<file path="config.mk">
export PLATFORM = sky130hd
export DESIGN_NAME = ch_advert_tx
export DESIGN_NICKNAME = d
export VERILOG_FILES = /design/src/rtl/ch_advert_tx.sv
export SDC_FILE = /design/constraint.sdc
export NUM_CORES = 1
export LEC_CHECK = 0
export CAP_MARGIN = 25
export CELL_PAD_IN_SITES_DETAIL_PLACEMENT = 0
export CELL_PAD_IN_SITES_GLOBAL_PLACEMENT = 2
export CORE_MARGIN = 4
export CORE_UTILIZATION = 32
export DETAILED_ROUTE_END_ITERATION = 10
export PLACE_DENSITY_LB_ADDON = 0.1
export SETUP_SLACK_MARGIN = 0.5
export SYNTH_ARGS = -nofsm -noshare
export SYNTH_HDL_FRONTEND = slang
export SYNTH_SLANG_ARGS = --single-unit
</file>
<file path="constraint.sdc">
create_clock -name clk -period 5.4 [get_ports clk]
set_clock_uncertainty 0.15 [all_clocks]
set_input_delay 1.62 -clock clk [delete_from_list [all_inputs] [get_ports clk]]
set_output_delay 1.62 -clock clk [all_outputs]
set_load 0.05 [all_outputs]
</file>
<file path="src/rtl/ch_advert_tx.sv">
// Cluster-head advert transmitter: builds 6-word CH advert packets
// from a self request or a hop-incremented relay request.
module ch_advert_tx #(
  parameter int WORD_WIDTH = 16,
  parameter logic [WORD_WIDTH-1:0] PKT_TYPE_CH = 16'h0002
) (
  input  logic                  clk,
  input  logic                  rst,
  input  logic                  HB_reset,
  input  logic [WORD_WIDTH-1:0] HB_CHlimit,
  input  logic [WORD_WIDTH-1:0] own_ID,
  input  logic                  en_self,
  input  logic [WORD_WIDTH-1:0] self_QValue,
  input  logic                  en_relay,
  input  logic [WORD_WIDTH-1:0] rCH_ID,
  input  logic [WORD_WIDTH-1:0] rCH_Hops,
  input  logic [WORD_WIDTH-1:0] rCH_QValue,
  output logic [WORD_WIDTH-1:0] tx_word,
  output logic                  tx_valid,
  input  logic                  tx_ready,
  output logic                  tx_last,
  output logic                  tx_busy,
  output logic                  tx_done,
  output logic                  relay_drop
);

  typedef logic [WORD_WIDTH-1:0] word_t;

  typedef enum logic [1:0] {
    S_IDLE,
    S_LOAD,
    S_SEND,
    S_DONE
  } state_t;

  state_t     state;
  logic       src;
  logic [2:0] idx;

  logic  self_pend;
  word_t self_q;
  logic  relay_pend;
  word_t relay_id;
  word_t relay_hops;
  word_t relay_q;

  word_t sh_own;
  word_t sh_id;
  word_t sh_hops;
  word_t sh_q;
  word_t sh_ck;

  word_t nh;
  logic  hop_bad;
  word_t ld_id;
  word_t ld_hops;
  word_t ld_q;
  word_t nxt_word;

  // An all-ones hop count would wrap, so it is rejected outright.
  assign nh      = rCH_Hops + WORD_WIDTH'(1);
  assign hop_bad = (&rCH_Hops) || (nh > HB_CHlimit);

  assign ld_id   = src ? relay_id   : own_ID;
  assign ld_hops = src ? relay_hops : '0;
  assign ld_q    = src ? relay_q    : self_q;

  assign tx_busy = (state != S_IDLE);

  // Word following the one currently presented.
  always_comb begin
    nxt_word = sh_ck;
    case (idx)
      3'd0:    nxt_word = sh_own;
      3'd1:    nxt_word = sh_id;
      3'd2:    nxt_word = sh_hops;
      3'd3:    nxt_word = sh_q;
      default: nxt_word = sh_ck;
    endcase
  end

  // Packet FSM plus request capture; capture runs after the
  // load-time clear so a request in the load cycle is kept.
  always_ff @(posedge clk) begin
    if (rst) begin
      state      <= S_IDLE;
      src        <= 1'b0;
      idx        <= '0;
      self_pend  <= 1'b0;
      self_q     <= '0;
      relay_pend <= 1'b0;
      relay_id   <= '0;
      relay_hops <= '0;
      relay_q    <= '0;
      sh_own     <= '0;
      sh_id      <= '0;
      sh_hops    <= '0;
      sh_q       <= '0;
      sh_ck      <= '0;
      tx_word    <= '0;
      tx_valid   <= 1'b0;
      tx_last    <= 1'b0;
      tx_done    <= 1'b0;
      relay_drop <= 1'b0;
    end else begin
      tx_done    <= 1'b0;
      relay_drop <= 1'b0;
      case (state)
        S_IDLE: begin
          if (self_pend) begin
            src   <= 1'b0;
            state <= S_LOAD;
          end else if (relay_pend) begin
            src   <= 1'b1;
            state <= S_LOAD;
          end
        end
        S_LOAD: begin
          sh_own  <= own_ID;
          sh_id   <= ld_id;
          sh_hops <= ld_hops;
          sh_q    <= ld_q;
          sh_ck   <= PKT_TYPE_CH ^ own_ID ^ ld_id
                     ^ ld_hops ^ ld_q;
          if (src) relay_pend <= 1'b0;
          else     self_pend  <= 1'b0;
          idx      <= '0;
          tx_word  <= PKT_TYPE_CH;
          tx_valid <= 1'b1;
          tx_last  <= 1'b0;
          state    <= S_SEND;
        end
        S_SEND: begin
          if (tx_ready) begin
            if (idx == 3'd5) begin
              tx_valid <= 1'b0;
              tx_last  <= 1'b0;
              tx_done  <= 1'b1;
              state    <= S_DONE;
            end else begin
              idx     <= idx + 3'd1;
              tx_word <= nxt_word;
              tx_last <= (idx == 3'd4);
            end
          end
        end
        S_DONE:  state <= S_IDLE;
        default: state <= S_IDLE;
      endcase

      if (HB_reset) begin
        self_pend  <= 1'b0;
        relay_pend <= 1'b0;
      end else begin
        if (en_self) begin
          self_pend <= 1'b1;
          self_q    <= self_QValue;
        end
        if (en_relay) begin
          if (hop_bad) begin
            relay_drop <= 1'b1;
          end else begin
            relay_pend <= 1'b1;
            relay_id   <= rCH_ID;
            relay_hops <= nh;
            relay_q    <= rCH_QValue;
          end
        end
      end
    end
  end

endmodule
</file>
==> reports/summary.txt, run 1 <==
WL final -> 26.0 mm
Skew-Pair Late Insertion Delay -> 0.43 ns
Sequential cell area -> 0.00345 sq mm
Rows -> 58
Die ar. -> 0.0285 sq mm
DR iter-0 viols -> 410
Die height -> 169 microns
Critical-path top delay cell -> clkdlybuf4s50_1
Synth Cell Area -> 0.00826 sq mm
Worst-Margin Slew -> 0.976 ns
Post-Route Utilization -> 41.8%
FMAX -> 0.212 GHz
Cts hold-fix bufs -> 0
Max-Cap Viols -> 0
Layout Cells excl Fill -> 1,421
Total GRT Usage -> 18.2%
# setup viols final -> 0
Total gr overflow -> 0
Crit path from -> rCH_Hops[6]
Multi-input gate area -> 0.00447 sq mm
Root Buffer -> clkbuf_16
Port buffer count -> 122
Synthesized flop and latch total -> 172
# fillers -> 2,571
Fraction of registers with async set/reset -> 0%
Crit start category -> input pin
Boundary pin count -> 123
Global-route wire length before repair -> 40.5 mm
CP Capture Type -> register
WP data arrival -> 4.91 ns
CP cell instances -> clkdlybuf4s50_1 > nand4_1 > buf_4 > nor2_4 > and3_1 > xor2_1 > ha_1 > nand2_1 > nor3_1 > or4_4 > o31ai_4 > buf_4 > buf_12 > a21oi_1 > a211oi_1
Initial antenna violation count -> 0
Fin crit share -> 87.5%
WS Path Type -> input pin to register
RSZ-0062 raised after global routing -> false
Delay-heaviest family, CP -> simple AND/OR/NAND/NOR gates
Ant diodes -> 0
Share of cells above drive strength 1 -> 7.70%
Final setup margin -> 0.673 ns
Routed WL per cell -> 18.3 microns
Minimum clock period -> 4.73 ns
Post-synthesis sequential area ratio -> 41.7%
Largest net degree at the start of global routing -> 90
Distinct cells, synth -> 41
CTS Sinks -> 172
Critical Path RT -> 5.58 ns
CP most frequent cell -> buf_4
PwrDens -> 367 mW/mm^2
H-tree Lvls -> 4
Total iterations of the first detailed-routing run -> 5
Worst-path maximum fanout -> 20
Crit path buf inv count -> 4
Peak VDD IR -> 0.189 mV
Yosys warnings -> 0
Layout Nets -> 1,206
TritonCTS clock tree -> yes
Via density per instance -> 4.95
Vias in the first global route -> 6,962
# placed instances -> 1,379
Max-slew violation total from the final report -> 0
Dominant synthesized flop cell -> dfxtp_1
P_leak -> 3.61 nW
Relative slew slack -> 35.0%
Hold/Removal Path Class -> register to register
Max Root-Sink Buffers -> 2
Total power -> 3.88 mW
Yosys top cell by area -> dfxtp_1
Worst hold margin -> 0.306 ns
Post-Syn Area per Cell -> 8.40 sq um
GP Congestion -> 0.777
Vias -> 7,039
Clock Pin Slew Worst Setup and Hold Paths -> 0.07 ns
Chip Width -> 169 microns
RR Startpoint -> idx[2]$_SDFFE_PP0P_
Top post-synthesis cells by area -> dfxtp_1 (42%), a21oi_1 (7.6%), mux2i_1 (7.6%)
DP Wirelength -> 18.3 mm
Final Hold Viols -> 0
Status -> complete, no violations
Routed Antenna Nets -> 0
Worst slack, placed -> 0.0984 ns
Total CTS buffers -> 17
Mapped Nets -> 1,111
DRC viols -> 0
Post-synth top area share -> 41.7%
Sum of negative setup slack -> 0 ns
Core area -> 0.0253 sq mm
Slowest Stage Delay on Critical Path -> 0.52 ns
HP Start -> self_pend$_SDFFE_PP0P_
Dpl cell area -> 0.00978 sq mm
Starting density of the core -> 32.6%
Design Area, Final -> 0.0106 sq mm
P&R area growth vs syn -> 28.1%
Number of synthesized flops with an enable pin -> 0
Post-synthesis cell count -> 984
==> cells in the final DEF (no fill, tap or decap), types with 31 or more instances in the layout <==
cell type	instances
dfxtp_1	171
a21oi_1	126
clkdlybuf4s50_1	117
nor2_1	113
nand3_1	68
mux2i_1	63
nand2_1	58
xnor2_1	54
a211oi_1	35
a22oi_1	31
==> flip-flops by register name, indices dropped and copies added, names as in the netlist, 2 cells and up <==
| name | cells |
|---|---|
| relay_hops | 16 |
| relay_id | 16 |
| relay_q | 16 |
| self_q | 16 |
| sh_ck | 16 |
| sh_hops | 16 |
| sh_id | 16 |
| sh_own | 16 |
| sh_q | 16 |
| tx_word | 16 |
| idx | 3 |
| state | 2 |
==> layer usage <==
layer	part of all wire (%)	wire, microns	global-route usage, %
met1	53	13800	28.0
met4	0.47	123	3.18
met2	43	11200	26.8
met3	3.2	830	3.22
met5	0	0	0
==> area by class of cell <==
type                    count  share of cell area (%)
clock buffers              19                    4.28
clock inverters            12                    1.25
inverters                  25                   0.887
multi-input cells         708                    42.2
flip-flops and latches    172                    32.6
well taps                 330                    3.90
repair buffers            155                    14.9
==> worst register-to-register path, stage by stage, from the launching register on <==
cell and delay (ns):
dfxtp_1 0.55, inv_1 0.08, ha_1 0.54, nor4_4 0.53, buf_4 0.30, nand2_1 0.08, a31oi_1 0.31, a21oi_1 0.07
nor2_1 0.09
==> synth_stat cells (8+ instances only) <==
cell,instances
o21ai_0,19
ha_1,25
nand4_1,8
buf_2,14
inv_1,25
nand2_1,58
xnor2_1,56
a211oi_1,35
a21oi_1,126
a31oi_1,15
clkbuf_1,50
o21ai_1,30
mux2i_1,63
dfxtp_1,172
a22oi_1,31
nand2b_1,18
nor2_1,116
buf_1,9
nand3_1,69
==> logic make-up (layout without fill, tap and decap cells) <==
logic type,after synthesis,after routing,synth area share (%)
AO/OA/AOI/OAI,266,266,19.0
multiplexers,63,63,7.63
buffers and inverters,104,211,5.31
XOR/XNOR,62,62,6.57
AND/OR/NAND/NOR,292,292,16.1
adder cells (fa/ha/maj),25,25,3.79
flip-flops,172,172,41.7
==> report_power, final <==
part,switching [mW],internal [mW]
clock,0.548,0.671
sequential,0.111,1.44
combinational,0.636,0.479
total,1.29,2.59
==> final timing paths <==
check	to	slack [ns]	cells past startpoint
max	relay_hops[0]$_SDFFE_PP0P_	0.67	15
min	src$_SDFFE_PP0P_	0.31	1
max reg2reg	tx_word[6]$_SDFFE_PP0P_	2.64	8
min reg2reg	src$_SDFFE_PP0P_	0.31	1
==> repair_timing <==
action                                  in CTS  in global routing
endpoints found under the setup margin       0                 49
gates resized for setup                      0                 17
setup buffers                                0                  8
(Power assumes the default switching activity.)
==> inputs of run 2 (changes only) <==
CORE_UTILIZATION = 29   (was 32)
CTS_CLUSTER_SIZE = 28   (was default)
clock period = 3.8 ns   (was 5.4 ns; I/O delays follow)
==> run 2 against run 1 <==
Compared with the run above: clock power up 46%; sequential power rose by 42%; register-to-register slack lost 1.5 ns; sequential share of layout area shrank 3.3 points; cell area increased by 11%; global-route usage down 0.53 points; sequential cell count unchanged; critical path depth up 3; cell count increased by 7.7%; core utilization is 0.40 points higher; setup slack got worse by 0.57 ns; via count increased by 4.8%; critical endpoint is now relay_hops[4]$_SDFFE_PP0P_; largest cell class unchanged; highest routed layer unchanged.
==> reports/summary.txt, run 2 (synthesis results as in run 1) <==
Status -> complete, no violations
Hold/Removal Path Class -> register to register
Gate power share -> 30.8% (+2.1 points)
Seq pwr share -> 38.2% (-1.7 points)
Post-Route Utilization -> 42.2% (+0.40 points)
Share of cells above drive strength 1 -> 18.7% (+11 points)
Peak VDD IR -> 0.376 mV (+98%)
Starting density of the core -> 29.6% (-3.0 points)
Max Root-Sink Buffers -> 2 (unchanged)
Max-slew violation total from the final report -> 0 (unchanged)
Largest net degree at the start of global routing -> 127 (+41%)
Sw frac -> 34.1% (+0.76 points)
TritonCTS clock tree -> yes
Vias -> 7,376 (+4.8%)
Cts hold-fix bufs -> 0 (unchanged)
Total GRT Usage -> 17.7% (-0.53 points)
Routed WL per cell -> 18.1 microns (-0.97%)
Skew-Pair Late Insertion Delay -> 0.43 ns (about the same)
Port buffer count -> 122 (unchanged)
P_leak -> 4.07 nW (+13%)
WL final -> 27.8 mm (+6.7%)
Rows -> 61 (+5.2%)
Most frequent cells in the layout -> dfxtp_1 (171), nor2_1 (111), a21oi_1 (107), clkdlybuf4s50_1 (106)
Clock Pin Slew Worst Setup and Hold Paths -> 0.08 ns (about the same)
Via density per instance -> 4.82 (-2.7%)
Die ar. -> 0.0313 sq mm (+9.8%)
Routed Antenna Nets -> 0 (unchanged)
WS Path Type -> input pin to register
Total CTS buffers -> 17 (unchanged)
P_sw -> 1.96 mW (+52%)
Final Hold Viols -> 0 (unchanged)
P&R area growth vs syn -> 42.6%
Total iterations of the first detailed-routing run -> 4 (-1)
PwrDens -> 489 mW/mm^2 (+33%)
Crit start category -> input pin
# setup viols final -> 0 (unchanged)
DRC viols -> 0 (unchanged)
Ant diodes -> 0 (unchanged)
Minimum clock period -> 3.70 ns
Core area -> 0.0279 sq mm (+10%)
Relative slew slack -> 58.3% (+23 points)
RSZ-0062 raised after global routing -> true
DR iter-0 viols -> 402 (-2.0%)
CTS Sinks -> 172 (unchanged)
DP Wirelength -> 18.8 mm (+2.8%)
Clock power share -> 31.0% (-0.4 points)
Worst-path maximum fanout -> 5 (-75%)
Chip Width -> 177 microns (+4.8%)
Layout Nets -> 1,267 (+5.1%)
CP Capture Type -> register
Critical Path RT -> 4.02 ns (-1.56 ns)
Total gr overflow -> 0 (unchanged)
Fin crit share -> 97.3%
Boundary pin count -> 123 (unchanged)
WP data arrival -> 3.92 ns (-0.99 ns)
Global-route wire length before repair -> 42.5 mm (+4.9%)
H-tree Lvls -> 4 (unchanged)
Vias in the first global route -> 7,102 (+2.0%)
Most common cell after layout, fill and taps aside -> dfxtp_1
Die height -> 177 microns (+4.8%)
GP Congestion -> 0.776 (about the same)
Max-Cap Viols -> 0 (unchanged)
Internal power -> 3.80 mW (+47%)
FMAX -> 0.270 GHz
Root Buffer -> clkbuf_16
Initial antenna violation count -> 0 (unchanged)
Worst-Margin Slew -> 0.625 ns (-0.350 ns)
Total power -> 5.76 mW (+48%)
==> run 2: what timing repair did <==
action                     4_1_cts  5_1_grt
gates cloned                     8        0
buffers inserted                18        8
pin swaps                       54       55
gates resized for setup         92       64
setup endpoints to repair       51       50
==> run 2: metal layers <==
metal / track usage [%] / part of all wire, % / up-vias
met1: 26.6 / 50 / 3464
met3: 3.05 / 4.5 / 14
met2: 26.3 / 44 / 145
met4: 4.19 / 1.2 / 0
li1: - / - / 3753
met5: 0 / 0 / -
==> run 2: layout make-up <==
class	instances	area [sq um]
flip-flops and latches	172	3450
multi-input cells	708	4890
fillers	2890	16100
inverters	25	93.8
repair buffers	216	2290
clock inverters	15	166
well taps	378	473
clock buffers	17	425
==> run 2: power by group through the flow <==
stage	clock network [mW]	registers, mW	logic [mW]
2_1_floorplan	0	2.23	1.09
3_3_place_gp	0	2.26	1.57
3_5_place_dp	0	2.27	1.58
4_1_cts	1.84	2.23	1.73
5_1_grt	1.92	2.23	1.96
6_report	1.78	2.20	1.78
==> run 2: stage by stage <==
step	setup TNS (ns)	hold WS [ns]	cell area [sq um]	cells	setup slack (ns)
after floorplan	0	0.288	8310	984	0.0188
after global placement	-37.38	0.300	10200	1464	-0.796
after detailed placement	-39.69	0.305	10200	1464	-0.844
after CTS	-0.226	0.310	11400	1522	-0.0358
after global routing	-0.339	0.338	11800	1531	-0.0431
final	0	0.312	11800	1531	0.103
==> run 2: final timing paths <==
| kind | startpoint | end | slack (ns) | cells after the start |
|---|---|---|---|---|
| hold reg to reg | self_pend$_SDFFE_PP0P_ | src$_SDFFE_PP0P_ | 0.31 | 1 |
| setup / recovery | rCH_Hops[0] | relay_hops[4]$_SDFFE_PP0P_ | 0.10 | 18 |
| setup reg to reg | idx[0]$_SDFFE_PP0P_ | tx_word[8]$_SDFFE_PP0P_ | 1.17 | 10 |
| hold / removal | self_pend$_SDFFE_PP0P_ | src$_SDFFE_PP0P_ | 0.31 | 1 |
==> run 2: critical path: stages <==
cell	delay (ns)
buf_4	0.11
nand4_1	0.17
nor2_4	0.21
buf_6	0.12
nand3_4	0.07
xnor2_2	0.21
ha_4	0.25
buf_4	0.13
nand2_1	0.06
o21ai_1	0.07
or4_4	0.44
o31ai_4	0.21
buf_4	0.15
buf_6	0.11
buf_12	0.13
buf_16	0.12
nand3_2	0.08
a21oi_2	0.14
==> inputs of run 3 (changes only) <==
CAP_MARGIN = 15   (was 25)
==> run 3 against run 2 <==
Compared with the run above: power barely moved; wire length increased by 0.17%; critical path depth is the same; combinational power about the same; setup slack better by 0.0048 ns; sequential cell count is the same; die area is the same; largest cell class unchanged; sequential power barely moved.
==> reports/summary.txt, run 3 (synthesis results as in run 1) <==
Critical Path RT -> 4.02 ns (about the same)
Initial antenna violation count -> 0 (unchanged)
Vias in the first global route -> 7,102 (unchanged)
Worst R2R End -> tx_word[8]$_SDFFE_PP0P_
Crit path to -> relay_hops[4]$_SDFFE_PP0P_
Largest net degree at the start of global routing -> 127 (unchanged)
Dpl cell area -> 0.0102 sq mm (unchanged)
Max Root-Sink Buffers -> 2 (unchanged)
DP Wirelength -> 18.8 mm (unchanged)
Crit path depth -> 18 (unchanged)
Starting density of the core -> 29.6% (unchanged)
Worst-path maximum fanout -> 5 (unchanged)
DR iter-0 viols -> 451 (+12%)
Boundary pin count -> 123 (unchanged)
WP data arrival -> 3.92 ns (about the same)
GP Congestion -> 0.776 (unchanged)
Slowest Stage Delay on Critical Path -> 0.44 ns (about the same)
Via density per instance -> 4.82 (+0.13%)
Status -> complete, no violations
Fin crit share -> 97.2% (-0.13 points)
Total iterations of the first detailed-routing run -> 5 (+1)
DRC viols -> 0 (unchanged)
Most frequent cells in the layout -> dfxtp_1 (171), nor2_1 (111), a21oi_1 (107), clkdlybuf4s50_1 (106)
WS Path Type -> input pin to register
Relative slew slack -> 28.6% (-30 points)
Total GRT Usage -> 17.7% (unchanged)
Layout Nets -> 1,266 (-0.079%)
Worst reg2reg path depth -> 10 (unchanged)
Routed Antenna Nets -> 0 (unchanged)
Ant diodes -> 0 (unchanged)
Max-Cap Viols -> 0 (unchanged)
Crit path buf inv count -> 7 (unchanged)
FMAX -> 0.271 GHz (+0.13%)
Peak VDD IR -> 0.378 mV (+0.68%)
P&R area growth vs syn -> 42.3%
Skew-Pair Late Insertion Delay -> 0.43 ns (about the same)
Global-route wire length before repair -> 42.5 mm (unchanged)
Rows -> 61 (unchanged)
Delay-heaviest family, CP -> simple AND/OR/NAND/NOR gates
Core area -> 0.0279 sq mm (unchanged)
Worst slack, placed -> -0.844 ns (unchanged)
Critical-path top delay cell -> or4_4
Design Area, Final -> 0.0118 sq mm (-0.23%)
PwrDens -> 490 mW/mm^2 (+0.28%)
Total gr overflow -> 0 (unchanged)
Routed WL per cell -> 18.2 microns (+0.23%)
CP Capture Type -> register
Crit start category -> input pin
Root Buffer -> clkbuf_16
Cts hold-fix bufs -> 0 (unchanged)
Worst hold margin -> 0.310 ns (-0.00150 ns)
# setup viols final -> 0 (unchanged)
Share of cells above drive strength 1 -> 18.7% (-0.071 points)
RSZ-0062 raised after global routing -> true
CP most frequent cell -> buf_4
Die height -> 177 microns (unchanged)
CP cell instances -> buf_4 > nand4_1 > nor2_4 > buf_6 > nand3_4 > xnor2_2 > ha_4 > buf_4 > nand2_1 > o21ai_1 > or4_4 > o31ai_4 > buf_4 > buf_6 > buf_12 > buf_16 > nand3_2 > a21oi_2
CTS Sinks -> 172 (unchanged)
R2R Setup Slk -> 1.15 ns (-0.02 ns)
Max-slew violation total from the final report -> 0 (unchanged)
Crit path from -> rCH_Hops[0]
Most common cell after layout, fill and taps aside -> dfxtp_1
Final Hold Viols -> 0 (unchanged)
Clock Pin Slew Worst Setup and Hold Paths -> 0.08 ns (about the same)
Port buffer count -> 122 (unchanged)
Hold/Removal Path Class -> register to register
Hold depth -> 1 (unchanged)
Minimum clock period -> 3.69 ns (-0.00480 ns)
RR Startpoint -> idx[0]$_SDFFE_PP0P_
WL final -> 27.8 mm (+0.17%)
Final setup margin -> 0.108 ns (+0.00480 ns)
Worst-Margin Slew -> 1.07 ns (+0.446 ns)
Vias -> 7,381 (+0.068%)
P_leak -> 4.06 nW (-0.28%)
H-tree Lvls -> 4 (unchanged)
Die ar. -> 0.0313 sq mm (unchanged)
Total CTS buffers -> 17 (unchanged)
TritonCTS clock tree -> yes
Chip Width -> 177 microns (unchanged)
[run 3: timing repair]
item | in CTS | in global routing
cloned | 8 | 0
endpoints found under the setup margin | 51 | 50
pin swaps | 54 | 55
buffers inserted | 18 | 8
resized for setup | 92 | 64
[run 3: area by class of cell]
cell class | instances | area (sq um)
repair buffers | 215 | 2260
fillers | 2893 | 16200
inverters | 25 | 93.8
well taps | 378 | 473
clock buffers | 17 | 425
clock inverters | 15 | 166
multi-input cells | 708 | 4890
flip-flops and latches | 172 | 3450
[run 3: how the worst min path moves through the flow]
stage | startpoint | endpoint | slack (ns)
2_1_floorplan | self_pend$_SDFFE_PP0P_ | src$_SDFFE_PP0P_ | 0.29
3_3_place_gp | self_pend$_SDFFE_PP0P_ | src$_SDFFE_PP0P_ | 0.30
3_5_place_dp | self_pend$_SDFFE_PP0P_ | src$_SDFFE_PP0P_ | 0.30
4_1_cts | self_pend$_SDFFE_PP0P_ | src$_SDFFE_PP0P_ | 0.31
5_1_grt | sh_hops[7]$_SDFFE_PP0P_ | sh_hops[7]$_SDFFE_PP0P_ | 0.34
6_report | self_pend$_SDFFE_PP0P_ | src$_SDFFE_PP0P_ | 0.31
[run 3: report_power, final]
part / switching (mW) / total (mW) / internal [mW]
logic: 0.941 / 1.75 / 0.807
clock network: 0.847 / 1.79 / 0.944
registers: 0.182 / 2.23 / 2.04
total: 1.97 / 5.77 / 3.79
[run 3: routing by layer]
layer | wire, microns | global-route usage [%]
met5 | 0 | 0
met4 | 323 | 4.19
met3 | 1180 | 3.05
met2 | 12300 | 26.3
met1 | 14000 | 26.6
[run 3: through the flow]
step                std cells  total power, mW  TNS [ns]  utilization [%]
floorplan                 984             3.32         0                -
global placement         1464             3.84    -37.38             36.5
detailed placement       1464             3.84    -39.69             36.5
CTS                      1522             5.79    -0.226             40.8
global route             1530             6.11    -0.339             42.1
finish                   1530             5.77         0             42.1
